File: config.mk
export PLATFORM = sky130hd
export DESIGN_NAME = lsu_mem_initiator_flat
export DESIGN_NICKNAME = d
export VERILOG_FILES = /design/src/rtl/lsu_pkg.sv /design/src/rtl/lsu_mem_initiator_if.sv /design/src/rtl/lsu_align.sv /design/src/rtl/lsu_mem_initiator.sv /design/src/flat_wrapper.sv
export SDC_FILE = /design/constraint.sdc
export NUM_CORES = 1
export LEC_CHECK = 0
export BUFFER_PORTS_ARGS = -buffer_cell sky130_fd_sc_hd__buf_2
export CORE_MARGIN = 1.5
export CORE_UTILIZATION = 50
export CTS_CLUSTER_SIZE = 14
export DETAILED_ROUTE_END_ITERATION = 7
export HOLD_SLACK_MARGIN = 0.12
export PLACE_DENSITY = 0.8
export SLEW_MARGIN = 25
export SYNTH_ARGS = -nofsm -noshare
export SYNTH_HDL_FRONTEND = slang
export SYNTH_HIERARCHICAL = 1
export SYNTH_SLANG_ARGS = --single-unit
export TNS_END_PERCENT = 100
File: constraint.sdc
create_clock -name clk -period 4.8 [get_ports clk]
set_input_delay 0.48 -clock clk [delete_from_list [all_inputs] [get_ports clk]]
set_output_delay 0.48 -clock clk [all_outputs]
set_load 0.01 [all_outputs]
File: src/rtl/lsu_pkg.sv
// Shared definitions for the load/store unit: funct3 encodings, FSM states
// and the request legality checks used at accept time.
package lsu_pkg;

    localparam logic [2:0] F3_B  = 3'd0;
    localparam logic [2:0] F3_H  = 3'd1;
    localparam logic [2:0] F3_W  = 3'd2;
    localparam logic [2:0] F3_BU = 3'd4;
    localparam logic [2:0] F3_HU = 3'd5;

    typedef enum logic [1:0] {
        ST_IDLE = 2'd0,
        ST_REQ  = 2'd1,
        ST_WAIT = 2'd2,
        ST_DONE = 2'd3
    } lsu_state_e;

    function automatic logic is_misaligned(input logic [2:0] funct3, input logic [1:0] addr_lo);
        logic bad;
        case (funct3[1:0])
            2'b01:   bad = addr_lo[0];
            2'b10:   bad = (addr_lo != 2'b00);
            default: bad = 1'b0;
        endcase
        return bad;
    endfunction

    function automatic logic is_illegal(input logic wen, input logic [2:0] funct3);
        logic bad;
        if (wen) begin
            bad = (funct3 > 3'd2);
        end else begin
            bad = (funct3 == 3'd3) || (funct3 == 3'd6) || (funct3 == 3'd7);
        end
        return bad;
    endfunction

endpackage

File: src/rtl/lsu_mem_initiator_if.sv
// Data-memory bus between the LSU (initiator) and the memory (responder).
interface lsu_mem_initiator_if;
    logic        mem_req_valid;
    logic        mem_req_ready;
    logic        mem_wen;
    logic [31:0] mem_addr;
    logic [31:0] mem_wdata;
    logic [3:0]  mem_wmask;
    logic        mem_rsp_valid;
    logic [31:0] mem_rdata;

    modport master (
        output mem_req_valid, mem_wen, mem_addr, mem_wdata, mem_wmask,
        input  mem_req_ready, mem_rsp_valid, mem_rdata
    );

    modport slave (
        input  mem_req_valid, mem_wen, mem_addr, mem_wdata, mem_wmask,
        output mem_req_ready, mem_rsp_valid, mem_rdata
    );
endinterface

File: src/rtl/lsu_align.sv
// Byte-lane steering: store replication/mask generation and load
// extraction with sign or zero extension.
module lsu_align
    import lsu_pkg::*;
(
    input  logic [2:0]  i_funct3,
    input  logic [1:0]  i_addr_lo,
    input  logic [31:0] i_wdata,
    input  logic [31:0] i_rdata,
    output logic [31:0] o_wdata,
    output logic [3:0]  o_wmask,
    output logic [31:0] o_rdata
);

    logic [7:0]  w_byte;
    logic [15:0] w_half;

    // Store lane replication and mask, plus load lane selection
    always_comb begin
        o_wdata = i_wdata;
        o_wmask = 4'b1111;
        case (i_funct3[1:0])
            2'b00: begin
                o_wdata = {4{i_wdata[7:0]}};
                o_wmask = 4'b0001 << i_addr_lo;
            end
            2'b01: begin
                o_wdata = {2{i_wdata[15:0]}};
                o_wmask = 4'b0011 << i_addr_lo;
            end
            default: begin
                o_wdata = i_wdata;
                o_wmask = 4'b1111;
            end
        endcase

        case (i_addr_lo)
            2'd0:    w_byte = i_rdata[7:0];
            2'd1:    w_byte = i_rdata[15:8];
            2'd2:    w_byte = i_rdata[23:16];
            default: w_byte = i_rdata[31:24];
        endcase
        if (i_addr_lo[1]) begin
            w_half = i_rdata[31:16];
        end else begin
            w_half = i_rdata[15:0];
        end

        case (i_funct3)
            F3_B:    o_rdata = {{24{w_byte[7]}}, w_byte};
            F3_H:    o_rdata = {{16{w_half[15]}}, w_half};
            F3_W:    o_rdata = i_rdata;
            F3_BU:   o_rdata = {24'h000000, w_byte};
            F3_HU:   o_rdata = {16'h0000, w_half};
            default: o_rdata = 32'h0000_0000;
        endcase
    end

endmodule

File: src/rtl/lsu_mem_initiator.sv
// Load/store unit, initiator side of the data-memory bus: accepts one
// access, runs a single bus transaction with timeout, returns the result.
module lsu_mem_initiator
    import lsu_pkg::*;
#(
    parameter int TIMEOUT = 255,
    parameter int CNT_W   = 8
) (
    input  logic                clk,
    input  logic                rst,
    input  logic                i_req_valid,
    output logic                o_req_ready,
    input  logic                i_req_wen,
    input  logic [2:0]          i_req_funct3,
    input  logic [31:0]         i_req_addr,
    input  logic [31:0]         i_req_wdata,
    lsu_mem_initiator_if.master mem_bus,
    output logic                o_rsp_valid,
    output logic [31:0]         o_rsp_rdata,
    output logic                o_rsp_err
);

    lsu_state_e  r_state, w_state_nxt;
    logic [CNT_W-1:0] r_cnt, w_cnt_nxt;
    logic        r_wen, w_wen_nxt;
    logic [2:0]  r_funct3, w_funct3_nxt;
    logic [1:0]  r_addr_lo, w_addr_lo_nxt;

    logic        r_mem_req_valid, w_mem_req_valid_nxt;
    logic        r_mem_wen, w_mem_wen_nxt;
    logic [31:0] r_mem_addr, w_mem_addr_nxt;
    logic [31:0] r_mem_wdata, w_mem_wdata_nxt;
    logic [3:0]  r_mem_wmask, w_mem_wmask_nxt;
    logic        r_rsp_valid, w_rsp_valid_nxt;
    logic [31:0] r_rsp_rdata, w_rsp_rdata_nxt;
    logic        r_rsp_err, w_rsp_err_nxt;

    logic        w_idle;
    logic [2:0]  w_fmt_funct3;
    logic [1:0]  w_fmt_addr_lo;
    logic [31:0] w_st_wdata;
    logic [3:0]  w_st_wmask;
    logic [31:0] w_ld_rdata;
    logic        w_bad_req;

    // One formatter serves both paths: live request when idle, latched one after
    assign w_idle        = (r_state == ST_IDLE);
    assign w_fmt_funct3  = w_idle ? i_req_funct3 : r_funct3;
    assign w_fmt_addr_lo = w_idle ? i_req_addr[1:0] : r_addr_lo;
    assign w_bad_req     = is_illegal(i_req_wen, i_req_funct3) ||
                           is_misaligned(i_req_funct3, i_req_addr[1:0]);

    lsu_align u_align (
        .i_funct3  (w_fmt_funct3),
        .i_addr_lo (w_fmt_addr_lo),
        .i_wdata   (i_req_wdata),
        .i_rdata   (mem_bus.mem_rdata),
        .o_wdata   (w_st_wdata),
        .o_wmask   (w_st_wmask),
        .o_rdata   (w_ld_rdata)
    );

    // FSM state, request latch and timeout counter
    always_ff @(posedge clk or posedge rst) begin
        if (rst) begin
            r_state   <= ST_IDLE;
            r_cnt     <= {CNT_W{1'b0}};
            r_wen     <= 1'b0;
            r_funct3  <= 3'd0;
            r_addr_lo <= 2'd0;
        end else begin
            r_state   <= w_state_nxt;
            r_cnt     <= w_cnt_nxt;
            r_wen     <= w_wen_nxt;
            r_funct3  <= w_funct3_nxt;
            r_addr_lo <= w_addr_lo_nxt;
        end
    end

    // Next-state and next-output decode; outputs are registered so they
    // change on the same edge as the state they belong to
    always_comb begin
        w_state_nxt         = r_state;
        w_cnt_nxt           = r_cnt;
        w_wen_nxt           = r_wen;
        w_funct3_nxt        = r_funct3;
        w_addr_lo_nxt       = r_addr_lo;
        w_mem_req_valid_nxt = r_mem_req_valid;
        w_mem_wen_nxt       = r_mem_wen;
        w_mem_addr_nxt      = r_mem_addr;
        w_mem_wdata_nxt     = r_mem_wdata;
        w_mem_wmask_nxt     = r_mem_wmask;
        w_rsp_valid_nxt     = 1'b0;
        w_rsp_rdata_nxt     = 32'h0000_0000;
        w_rsp_err_nxt       = 1'b0;

        case (r_state)
            ST_IDLE: begin
                if (i_req_valid) begin
                    w_wen_nxt     = i_req_wen;
                    w_funct3_nxt  = i_req_funct3;
                    w_addr_lo_nxt = i_req_addr[1:0];
                    if (w_bad_req) begin
                        w_state_nxt     = ST_DONE;
                        w_rsp_valid_nxt = 1'b1;
                        w_rsp_err_nxt   = 1'b1;
                    end else begin
                        w_state_nxt         = ST_REQ;
                        w_mem_req_valid_nxt = 1'b1;
                        w_mem_wen_nxt       = i_req_wen;
                        w_mem_addr_nxt      = {i_req_addr[31:2], 2'b00};
                        w_mem_wdata_nxt     = i_req_wen ? w_st_wdata : 32'h0000_0000;
                        w_mem_wmask_nxt     = i_req_wen ? w_st_wmask : 4'b0000;
                    end
                end else begin
                    w_state_nxt = ST_IDLE;
                end
            end
            ST_REQ: begin
                if (mem_bus.mem_req_ready) begin
                    w_state_nxt         = ST_WAIT;
                    w_cnt_nxt           = {CNT_W{1'b0}};
                    w_mem_req_valid_nxt = 1'b0;
                end else begin
                    w_state_nxt = ST_REQ;
                end
            end
            ST_WAIT: begin
                if (mem_bus.mem_rsp_valid) begin
                    w_state_nxt     = ST_DONE;
                    w_rsp_valid_nxt = 1'b1;
                    w_rsp_rdata_nxt = r_wen ? 32'h0000_0000 : w_ld_rdata;
                end else if (r_cnt == CNT_W'(TIMEOUT - 1)) begin
                    w_state_nxt     = ST_DONE;
                    w_rsp_valid_nxt = 1'b1;
                    w_rsp_err_nxt   = 1'b1;
                end else begin
                    w_cnt_nxt = r_cnt + CNT_W'(1);
                end
            end
            ST_DONE: begin
                w_state_nxt = ST_IDLE;
            end
            default: begin
                w_state_nxt = ST_IDLE;
            end
        endcase
    end

    // Registered bus and writeback outputs
    always_ff @(posedge clk or posedge rst) begin
        if (rst) begin
            r_mem_req_valid <= 1'b0;
            r_mem_wen       <= 1'b0;
            r_mem_addr      <= 32'h0000_0000;
            r_mem_wdata     <= 32'h0000_0000;
            r_mem_wmask     <= 4'b0000;
            r_rsp_valid     <= 1'b0;
            r_rsp_rdata     <= 32'h0000_0000;
            r_rsp_err       <= 1'b0;
        end else begin
            r_mem_req_valid <= w_mem_req_valid_nxt;
            r_mem_wen       <= w_mem_wen_nxt;
            r_mem_addr      <= w_mem_addr_nxt;
            r_mem_wdata     <= w_mem_wdata_nxt;
            r_mem_wmask     <= w_mem_wmask_nxt;
            r_rsp_valid     <= w_rsp_valid_nxt;
            r_rsp_rdata     <= w_rsp_rdata_nxt;
            r_rsp_err       <= w_rsp_err_nxt;
        end
    end

    assign o_req_ready           = w_idle;
    assign mem_bus.mem_req_valid = r_mem_req_valid;
    assign mem_bus.mem_wen       = r_mem_wen;
    assign mem_bus.mem_addr      = r_mem_addr;
    assign mem_bus.mem_wdata     = r_mem_wdata;
    assign mem_bus.mem_wmask     = r_mem_wmask;
    assign o_rsp_valid           = r_rsp_valid;
    assign o_rsp_rdata           = r_rsp_rdata;
    assign o_rsp_err             = r_rsp_err;

endmodule

File: src/flat_wrapper.sv
// flat-port wrapper written by rule: the top's interface ports become plain ports
module lsu_mem_initiator_flat import lsu_pkg::*;
#(
    parameter int TIMEOUT = 255,
    parameter int CNT_W   = 8
)
  (clk, rst, i_req_valid, o_req_ready, i_req_wen, i_req_funct3, i_req_addr, i_req_wdata, o_rsp_valid, o_rsp_rdata, o_rsp_err, mem_bus_mem_req_valid, mem_bus_mem_wen, mem_bus_mem_addr, mem_bus_mem_wdata, mem_bus_mem_wmask, mem_bus_mem_req_ready, mem_bus_mem_rsp_valid, mem_bus_mem_rdata);
  lsu_mem_initiator_if mem_bus_i ();
  input  logic clk;
  input  logic rst;
  input  logic i_req_valid;
  output logic o_req_ready;
  input  logic i_req_wen;
  input  logic [2:0] i_req_funct3;
  input  logic [31:0] i_req_addr;
  input  logic [31:0] i_req_wdata;
  output logic o_rsp_valid;
  output logic [31:0] o_rsp_rdata;
  output logic o_rsp_err;
  output wire logic [$bits(mem_bus_i.mem_req_valid)-1:0] mem_bus_mem_req_valid;
  output wire logic [$bits(mem_bus_i.mem_wen)-1:0] mem_bus_mem_wen;
  output wire logic [$bits(mem_bus_i.mem_addr)-1:0] mem_bus_mem_addr;
  output wire logic [$bits(mem_bus_i.mem_wdata)-1:0] mem_bus_mem_wdata;
  output wire logic [$bits(mem_bus_i.mem_wmask)-1:0] mem_bus_mem_wmask;
  input wire logic [$bits(mem_bus_i.mem_req_ready)-1:0] mem_bus_mem_req_ready;
  input wire logic [$bits(mem_bus_i.mem_rsp_valid)-1:0] mem_bus_mem_rsp_valid;
  input wire logic [$bits(mem_bus_i.mem_rdata)-1:0] mem_bus_mem_rdata;
  assign mem_bus_mem_req_valid = mem_bus_i.mem_req_valid;
  assign mem_bus_mem_wen = mem_bus_i.mem_wen;
  assign mem_bus_mem_addr = mem_bus_i.mem_addr;
  assign mem_bus_mem_wdata = mem_bus_i.mem_wdata;
  assign mem_bus_mem_wmask = mem_bus_i.mem_wmask;
  assign mem_bus_i.mem_req_ready = mem_bus_mem_req_ready;
  assign mem_bus_i.mem_rsp_valid = mem_bus_mem_rsp_valid;
  assign mem_bus_i.mem_rdata = mem_bus_mem_rdata;
  lsu_mem_initiator #(.TIMEOUT(TIMEOUT), .CNT_W(CNT_W)) u_core (.clk(clk), .rst(rst), .i_req_valid(i_req_valid), .o_req_ready(o_req_ready), .i_req_wen(i_req_wen), .i_req_funct3(i_req_funct3), .i_req_addr(i_req_addr), .i_req_wdata(i_req_wdata), .mem_bus(mem_bus_i), .o_rsp_valid(o_rsp_valid), .o_rsp_rdata(o_rsp_rdata), .o_rsp_err(o_rsp_err));
endmodule
Yosys cells after proc, flatten, opt, wreduce, memory -nomap -nowiden --
Cells that the tools add are included.
Cells by class: $add $sub $neg 1, order comparisons 1, equality and inequality tests 22, shifts and indexed selects 2, muxes and demuxes 35, bitwise operators 1, reduce and logical (&&, ||, !) cells 14
Operators with widths (number):
- $pmux W32 S5 | 1
- $mux W32 | 4
- $pmux W32 S2 | 1
- $mux W8 | 3
- $pmux W8 S3 | 1
- $mux W16 | 1
- $pmux W8 S2 | 1
- $eq A3 B3 Y1 const B | 4
- $mux W2 | 6
- $ne A2 B2 Y1 const B | 5
- $mux W1 | 9
- $add A8 B1 Y8 const B | 1
- $eq A2 B1 Y1 const B | 4
- $eq A2 B2 Y1 const B | 4
- $eq A8 B8 Y1 const B | 1
- $pmux W1 S2 | 4
- $pmux W2 S4 | 1
- $pmux W4 S2 | 1
- $reduce_and A4 Y1 | 2
- $eq A3 B2 Y1 const B | 2
- $logic_not A2 Y1 | 3
- $reduce_bool A2 Y1 | 3
- $mux W4 | 1
- $shl A1 B2 Y4 const A | 1
- other kinds (10) | 12
Storage, ports and cells: bits in registers 118, input bits 105, word-level logic and storage cells 89

Logic depth before layout (Yosys ltp) --
Gate-level depths: netlist of the first run.
word-level depth 8, gate-level depth with buffers 9, mapped depth without buffers 6

By module --
The synthesis of the first run kept the hierarchy.
Modules (own cells, without submodules):
- lsu_mem_initiator | instances 1, cells each 333, area each 4610.7 um^2
- lsu_align | instances 1, cells each 197, area each 1393.8 um^2

Least setup slack after synthesis of the first run --
OpenSTA, ideal clock, no wires.
path type flip-flop to flip-flop, from reg u_core.r_state[0], to reg u_core.r_rsp_rdata[24], in the netlist u_core/o_rsp_rdata[24], setup time 0.119 ns, arrival 2.635 ns, data required time 4.681 ns, path slack 2.046 ns, stages on the path, launching flop included 10, buffers on the path 3, clock period less this slack 2.754 ns, cell sequence dfrtp_1 > buf_6 > nor2_4 > mux2_2 > buf_6 > mux2_4 > a222oi_1 > buf_6 > a211oi_2 > and2_1
Between the ends: word-level cells in the longest chain between the ends 8, elaborated cells between the ends (all ways) 18, classes of those cells 7 x eq/ne; 8 x mux; 3 x reduce/logical
RTL lines:
- from (decl) | RTL line lsu_mem_initiator.sv:23 | lsu_state_e r_state, w_state_nxt;
- from (signal assigned) | RTL line lsu_mem_initiator.sv:72 | r_state <= w_state_nxt;
- $logic_not A2 Y1 (*) | RTL line lsu_mem_initiator.sv:47 | assign w_idle = (r_state == ST_IDLE);
- net o_req_ready | RTL line flat_wrapper.sv:12 | output logic o_req_ready;
- $mux W2 (*) | RTL line lsu_mem_initiator.sv:49 | assign w_fmt_addr_lo = w_idle ? i_req_addr[1:0] : r_addr_lo;
- net u_core.w_fmt_addr_lo[0] | RTL line lsu_mem_initiator.sv:40 | logic [1:0] w_fmt_addr_lo;
- $eq A2 B2 Y1 (tied with other cells) | RTL line lsu_align.sv:37 | case (i_addr_lo)
- $pmux W8 S3 (*) | RTL line lsu_align.sv:37
- $pmux W32 S5 (*) | RTL line lsu_align.sv:49 | case (i_funct3)
- net u_core.w_ld_rdata[24] | RTL line lsu_mem_initiator.sv:43 | logic [31:0] w_ld_rdata;
- $mux W32 (*) | RTL line lsu_mem_initiator.sv:132 | w_rsp_rdata_nxt = r_wen ? 32'h0000_0000 : w_ld_rdata;
- $mux W32 (*) | RTL line lsu_mem_initiator.sv:129 | if (mem_bus.mem_rsp_valid) begin
- $mux W32 (*) | RTL line lsu_mem_initiator.sv:97 | case (r_state)
- net u_core.w_rsp_rdata_nxt[24] | RTL line lsu_mem_initiator.sv:35 | logic [31:0] r_rsp_rdata, w_rsp_rdata_nxt;
- to (signal assigned) | RTL line lsu_mem_initiator.sv:168 | r_rsp_rdata <= w_rsp_rdata_nxt;
- to (decl) | RTL line lsu_mem_initiator.sv:35
Mark *: on every way through the listed nets, which the timed path passes. The rest lies on a longest branch. A chain may end at the register's enable or synchronous reset.

Final worst setup path of the first run --
from reg u_core.r_state[0], to reg u_core.r_rsp_rdata[8], in the netlist u_core/o_rsp_rdata[8]
Between the ends: elaborated cells between the ends (all ways) 18, classes of those cells 7 x eq/ne; 8 x mux; 3 x reduce/logical
RTL lines:
- $logic_not A2 Y1 (*) | RTL line lsu_mem_initiator.sv:47
- $mux W3 (*) | RTL line lsu_mem_initiator.sv:48 | assign w_fmt_funct3 = w_idle ? i_req_funct3 : r_funct3;
- net u_core.w_fmt_funct3[1] | RTL line lsu_mem_initiator.sv:39 | logic [2:0] w_fmt_funct3;
- $eq A3 B3 Y1 (tied with other cells) | RTL line lsu_align.sv:49
- $pmux W32 S5 (*) | RTL line lsu_align.sv:49
- net u_core.w_ld_rdata[8] | RTL line lsu_mem_initiator.sv:43
- $mux W32 (*) | RTL line lsu_mem_initiator.sv:132
- $mux W32 (*) | RTL line lsu_mem_initiator.sv:129
- $mux W32 (*) | RTL line lsu_mem_initiator.sv:97
- net u_core.w_rsp_rdata_nxt[8] | RTL line lsu_mem_initiator.sv:35
Marks and branches as above.

==> metrics, run 1 <==
Post-route DRC 0; chip height between 100 and 150 um; sequential fraction of the synthesis area 49.18%; Die Width 112.6 um; drt first pass iters 6; hold-fix buffers at CTS 0; setup violators final 0; Synth Cell Area 0.006005 sq mm; unrepaired setup endpoints after global routing false; Setup Skew 0.009967 ns; antenna violations before repair 0; pwr dens roughly 660 mW/mm^2; status completed; pin count of the biggest net entering global routing 88; top cells by area, synth dfrtp_1, mux2_2, a22o_1, nand2_1, and2_1; crit start category register; non-filler instance count after layout 875; gr ovfl total 0; count leader, synth dfrtp_1; CTS tree built; Detailed Place HPWL roughly 11000 um; First DRT Iteration DRCs 420; GRT Overall Usage 24.89%; Final Worst Setup Slack roughly 1.7 ns; postcts setup bufs 0; Vias 4965; CTS H-Tree Depth 4; LEAKAGE around 3.8 nW; Crit-path slowest cell mux2_2; Critical Path AT 3.38 ns; synth unique cells between 60 and 70; Ports between 200 and 250; Hold Path Class in -> async; CP bufs+invs 0; Initial Utilization between 50 and 60%; DIE AREA 0.01268 sq mm; CTS clk-pin slew, worst paths around 0.06 ns; Fin Setup TNS 0 ns; layout cells sized above 1 43.58%; Clock Tree Buf Depth 2; FFs w/ async S/R, synth 100.0%; placer congestion estimate 0.9276; Ys Warns 6; Worst-Margin Slew 0.9856 ns; first-pass GRT wire length 24750 um; Final Cell Area 0.007649 sq mm; crit path kind reg -> reg; number of synthesized flops with an enable pin 0; f_max 325.3 MHz; P&R area growth vs syn 27.38%; synthesized area per cell ~11 sq um; WL/cell between 15 and 20 um; clk_lat worst skew 0.41 ns; placed instance area 0.007002 sq mm; final max-slew violation count 0; Final Critical Period 3.074 ns; WHS between 0.2 and 0.25 ns; CTS root buf clkbuf_16; ys flop type dfrtp_1; crit-path max cell delay 0.87 ns; CP required 5.10 ns; Std-Cell Core Area 0.01156 sq mm; Slew Limit Headroom 34.29%; critical path capture point type register; placed cell count 843; Rows 39; Seq cells post-synth 118; post-route ant nets 0; top-area cell type share of the netlist area slightly below 50%; number of global-route vias before repair 4727; crit-path leading delay family compound AO/OA/AOI/OAI gates; cell taking the most area after synthesis dfrtp_1; TritonCTS Buffers 17; Worst Path Max Fanout 53; Synth Instances 530; synth cell count leaders dfrtp_1, nand2_1, mux2_2; final net count 829; # diodes 0; dpl ws approximately 1.5 ns; Peak VDD IR 0.0003205 V; input/output buffers between 200 and 250; period utilization between 60 and 70%; DRT Wirelength 15740 um; Max-Cap Viols 0; Sink Count ~120; via/cell ratio 5.674; final hold violation count 0; Post-CTS Resized 0; Critical Path, Cell by Cell nor2_4, mux2_2, nor2b_1, a22oi_1, o221ai_1, and2_1
through the flow:
step / utilization (%) / power [mW]
6_report: 66.14 / 5.046
5_1_grt: 66.14 / 5.356
4_1_cts: 66.06 / 5.062
3_5_place_dp: 60.54 / 3.695
3_3_place_gp: 60.54 / 3.605
2_1_floorplan: - / 3.072
per-layer routing:
metal | part of all wire (%) | GRT usage, % | wire (um)
met2 | 49 | 40.65 | 7716
met4 | 1.6 | 8.776 | 259
met1 | 42 | 32.75 | 6609
met3 | 7.4 | 5.778 | 1158
met5 | 0 | 0 | 0
layout by cell type, fill, tap and decap left out, types with 5 or more instances in the layout:
cell type and instances:
nor2_1 11, buf_2 207, dfrtp_1 118, o221ai_1 8, a22o_1 36, mux2i_1 20, inv_1 7, buf_4 7
clkbuf_16 17, a21oi_1 7, mux2_2 57, a211oi_1 16, nand2_1 59, a22oi_1 5, ha_1 5, nand3_1 6
o21ai_0 25, clkbuf_8 5, and2_1 33, nand2b_1 7, o211ai_1 5
state kept, by name, indices dropped and copies added (netlist names):
| register | flops |
|---|---|
| u_core/mem_bus.mem_wdata | 32 |
| u_core/o_rsp_rdata | 32 |
| u_core/mem_bus.mem_addr | 30 |
| u_core/r_cnt | 8 |
| u_core/mem_bus.mem_wmask | 4 |
| u_core/r_funct3 | 3 |
| u_core/r_addr_lo | 2 |
| u_core/r_state | 2 |
| u_core/mem_bus.mem_req_valid | 1 |
| u_core/mem_bus.mem_wen | 1 |
| u_core/o_rsp_err | 1 |
| u_core/o_rsp_valid | 1 |
| u_core/r_wen | 1 |
worst reg2reg max path, delay by kind of cell (launching register included):
kind | cells | cell delay [ns]
AOI/OAI and AO/OA | 2 | 0.89
muxes | 1 | 0.87
DFF | 1 | 0.47
and+or+nand+nor | 3 | 0.75
worst paths after layout:
path	startpoint	end	slack [ns]	cells past startpoint
min in group clk	i_req_addr[25]	u_core/mem_bus.mem_addr[25]	0.30	2
max in group asynchronous	rst	u_core/mem_bus.mem_wdata[26]	3.63	3
hold reg to reg	u_core/r_addr_lo[0]	u_core/r_addr_lo[0]	0.48	2
setup / recovery	u_core/r_state[0]	u_core/o_rsp_rdata[8]	1.73	6
setup reg to reg	u_core/r_state[0]	u_core/o_rsp_rdata[8]	1.73	6
hold / removal	rst	u_core/mem_bus.mem_addr[15]	0.23	2
final cells by class:
type	count	area, sq um
clock buffer	23	498.0
clock inverter	9	140.1
fill	914	3916
inverter	8	35.03
multi-input combinational	360	2755
sequential	118	2953
tap	143	178.9
timing repair buffer	214	1089
cells by family after synthesis:
logic type,synth area share [%]
AND/OR/NAND/NOR,12.88
flip-flops,49.18
adder cells (fa/ha/maj),1.042
multiplexers,15.65
buffers and inverters,5.293
AO/OA/AOI/OAI,15.90
other,0.06245
power breakdown:
part	internal, mW	switching [mW]
sequential	1.33	0.195
clock	0.890	0.450
combinational	0.985	1.20
total	3.21	1.84
Note: power is estimated with default switching activity, not from simulation.
==> run 2, diff against run 1 <==
- ABC_AREA: default -> 1
- CORE_UTILIZATION: 50 -> 46
- PLACE_DENSITY: 0.8 -> 0.77
- clock period: 4.8 -> 2.8 ns (I/O delays scaled with it)
==> metrics, run 2 <==
status completed; CTS clk-pin slew, worst paths 0.06 ns; Post-Synth Adder-Cell Area 0.9946%; Final Critical Period 2.553 ns; switching share of total power 43.68%; pwr dens 1095 mW/mm^2; Vias ~6400; top cells by area, synth dfrtp_1, nand2_1, nand3_1, inv_1, nor2_1; sequential fraction of the synthesis area 46.95%; Max-Cap Viols 0; postcts setup bufs 0; layout cells sized above 1 24.64%; most frequent cells in the layout nand2_1, buf_2, nand3_1, dfrtp_1, inv_1; Sink Count 118; Rows 42; number of global-route vias before repair 6061; DRT Wirelength between 15000 and 20000 um; CP required 3.12 ns; WHS Path Cells 3; Std-Cell Core Area 0.01330 sq mm; total power 9.025 mW; # diodes 0; P&R area growth vs syn 31.03%; chip height between 100 and 150 um; final max-slew violation count 0; Hold Path Class in -> reg; Critical Path AT approximately 2.9 ns; Setup crit start u_core/r_state[0]; Reg-to-Reg End u_core/o_rsp_rdata[8]; Initial Utilization between 40% and 50%; Ys Warns 6; Worst Path Max Fanout 24; Compound-Gate Fraction of Synth Area 3.481%; TritonCTS Buffers 17; Gate power share ~48%; Die Width 119.9 um; synth unique cells 31; via/cell ratio 4.970; post-route ant nets 0; GRT Overall Usage 26.13%; fillers approximately 1200; drt first pass iters 5; NetSw slightly below 4 mW; Clock Tree Buf Depth 2; pin count of the biggest net entering global routing a little under 70; Synth Cell Area between 0.006 and 0.007 sq mm; Post-route DRC 0; clk_lat worst skew slightly above 0.4 ns; f_max 391.6 MHz; CTS tree built; Synth Instances 877; post-synthesis xor/xnor area fraction 0.1392%; CP endpoint u_core/o_rsp_rdata[8]; reg2reg path depth 9; Ports 210; input/output buffers slightly above 200; count leader, synth nand2_1; crit path kind reg -> reg; gr ovfl total 0; FFs w/ async S/R, synth 100.0%; Detailed Place HPWL 12140 um; final net count 1205; Register Area 0.002953 sq mm; CTS root buf clkbuf_16; clock network power share 23.8%; worst reg-to-reg setup slack between 0.2 and 0.25 ns; critical path capture point type register; period utilization roughly nine tenths; synthesized area per cell approximately 7 sq um; First DRT Iteration DRCs 529; simple-gate area share of the yosys netlist 37.20%; Slew Limit Headroom 42.21%; Peak VDD IR 0.0004674 V; LEAKAGE between 4 and 5 nW; DIE AREA 0.01438 sq mm; top-area cell type share of the netlist area 46.95%; final hold violation count 0; setup violators final 0; post-synthesis mux area share 0%; number of synthesized flops with an enable pin 0; area of the multi-input gates 0.002651 sq mm; Flop pwr share between 20% and 30%; non-filler instance count after layout 1284; Int Power 5.083 mW; Seq cells post-synth 118; ys flop type dfrtp_1; Setup Skew ~0.0047 ns; Worst-Margin Slew 0.8668 ns; cell taking the most area after synthesis dfrtp_1; reg2reg start u_core/r_state[0]; first-pass GRT wire length 29720 um; WL/cell between 10 and 15 um; commonest non-fill, non-tap cell in the layout nand2_1; antenna violations before repair 0; placed cell count 1220; placer congestion estimate approximately 0.91; crit start category register; synth cell count leaders nand2_1, nand3_1, dfrtp_1; largest family of logic cells by synthesized area simple AND/OR/NAND/NOR gates; CTS H-Tree Depth 4
run 2: what timing repair did:
action | in CTS | in global routing
endpoints found under the setup margin | 24 | 24
resized for setup | 1 | 1
hold buffers | 32 | 0
cloned | 0 | 0
hold endpoints to repair | 81 | 0
run 2: per-layer routing:
| metal | GRT usage, % | share of wire (%) | vias to the layer above | routed length [um] |
|---|---|---|---|---|
| li1 | - | - | 3114 | - |
| met1 | 34.29 | 44 | 2909 | 7990 |
| met2 | 40.86 | 45 | 312 | 8229 |
| met3 | 7.129 | 7.9 | 46 | 1438 |
| met4 | 10.79 | 3.3 | 0 | 606 |
| met5 | 0 | 0 | - | 0 |
run 2: layout make-up:
type,instances,share of cell area (%)
Clock inverter,14,1.807
Tap cell,176,2.672
Inverter,97,4.494
Clock buffer,18,5.329
Timing Repair Buffer,251,17.70
Multi-Input combinational cell,610,32.17
Sequential cell,118,35.83
run 2: stage by stage:
stage / setup TNS, ns / util (%) / area, sq um / setup WS, ns / hold slack (ns)
final: 0 / 61.99 / 8242 / 0.2465 / 0.1447
after global routing: -0.02763 / 61.99 / 8242 / -0.01220 / 0.1332
after CTS: 0 / 61.93 / 8234 / 0.1003 / 0.1217
after detailed placement: -2.524 / 55.08 / 7323 / -0.1382 / 0.4597
after global placement: -0.04883 / 55.08 / 7323 / -0.01289 / 0.4565
after floorplan: 0 / - / 6297 / 0.7291 / 0.3894
run 2: logic make-up (layout without fill, tap and decap cells):
kind of cell,after synthesis,after routing
simple gates,561,561
flops,118,118
compound gates,41,41
other cells,1,2
buf+inv,150,380
xor+xnor,1,1
fa+ha+maj,5,5
run 2: critical path, stage by stage, from the launching register on:
cell	delay, ns
dfrtp_1	0.45
nor2_4	0.31
a21oi_1	0.19
nor2_2	0.43
inv_2	0.25
nor2_1	0.23
nand3_4	0.28
nand2_1	0.14
inv_1	0.05
nor2_1	0.11
run 2: power by group through the flow:
stage | Combinational (mW) | Clock, mW | Sequential, mW
after floorplan | 2.71 | 0 | 2.85
after CTS | 4.24 | 2.19 | 2.59
after detailed placement | 4.18 | 0 | 2.60
after global routing | 4.85 | 2.27 | 2.66
after global placement | 4.09 | 0 | 2.59
final | 4.29 | 2.15 | 2.59
run 2: how the worst min path moves through the flow:
stage | startpoint | end
2_1_floorplan | mem_bus_mem_rsp_valid | u_core/o_rsp_err
3_3_place_gp | u_core/mem_bus.mem_addr[14] | u_core/mem_bus.mem_addr[14]
3_5_place_dp | u_core/mem_bus.mem_wdata[21] | u_core/mem_bus.mem_wdata[21]
4_1_cts | i_req_wdata[4] | u_core/mem_bus.mem_wdata[4]
5_1_grt | i_req_wdata[4] | u_core/mem_bus.mem_wdata[4]
6_report | i_req_wdata[4] | u_core/mem_bus.mem_wdata[4]
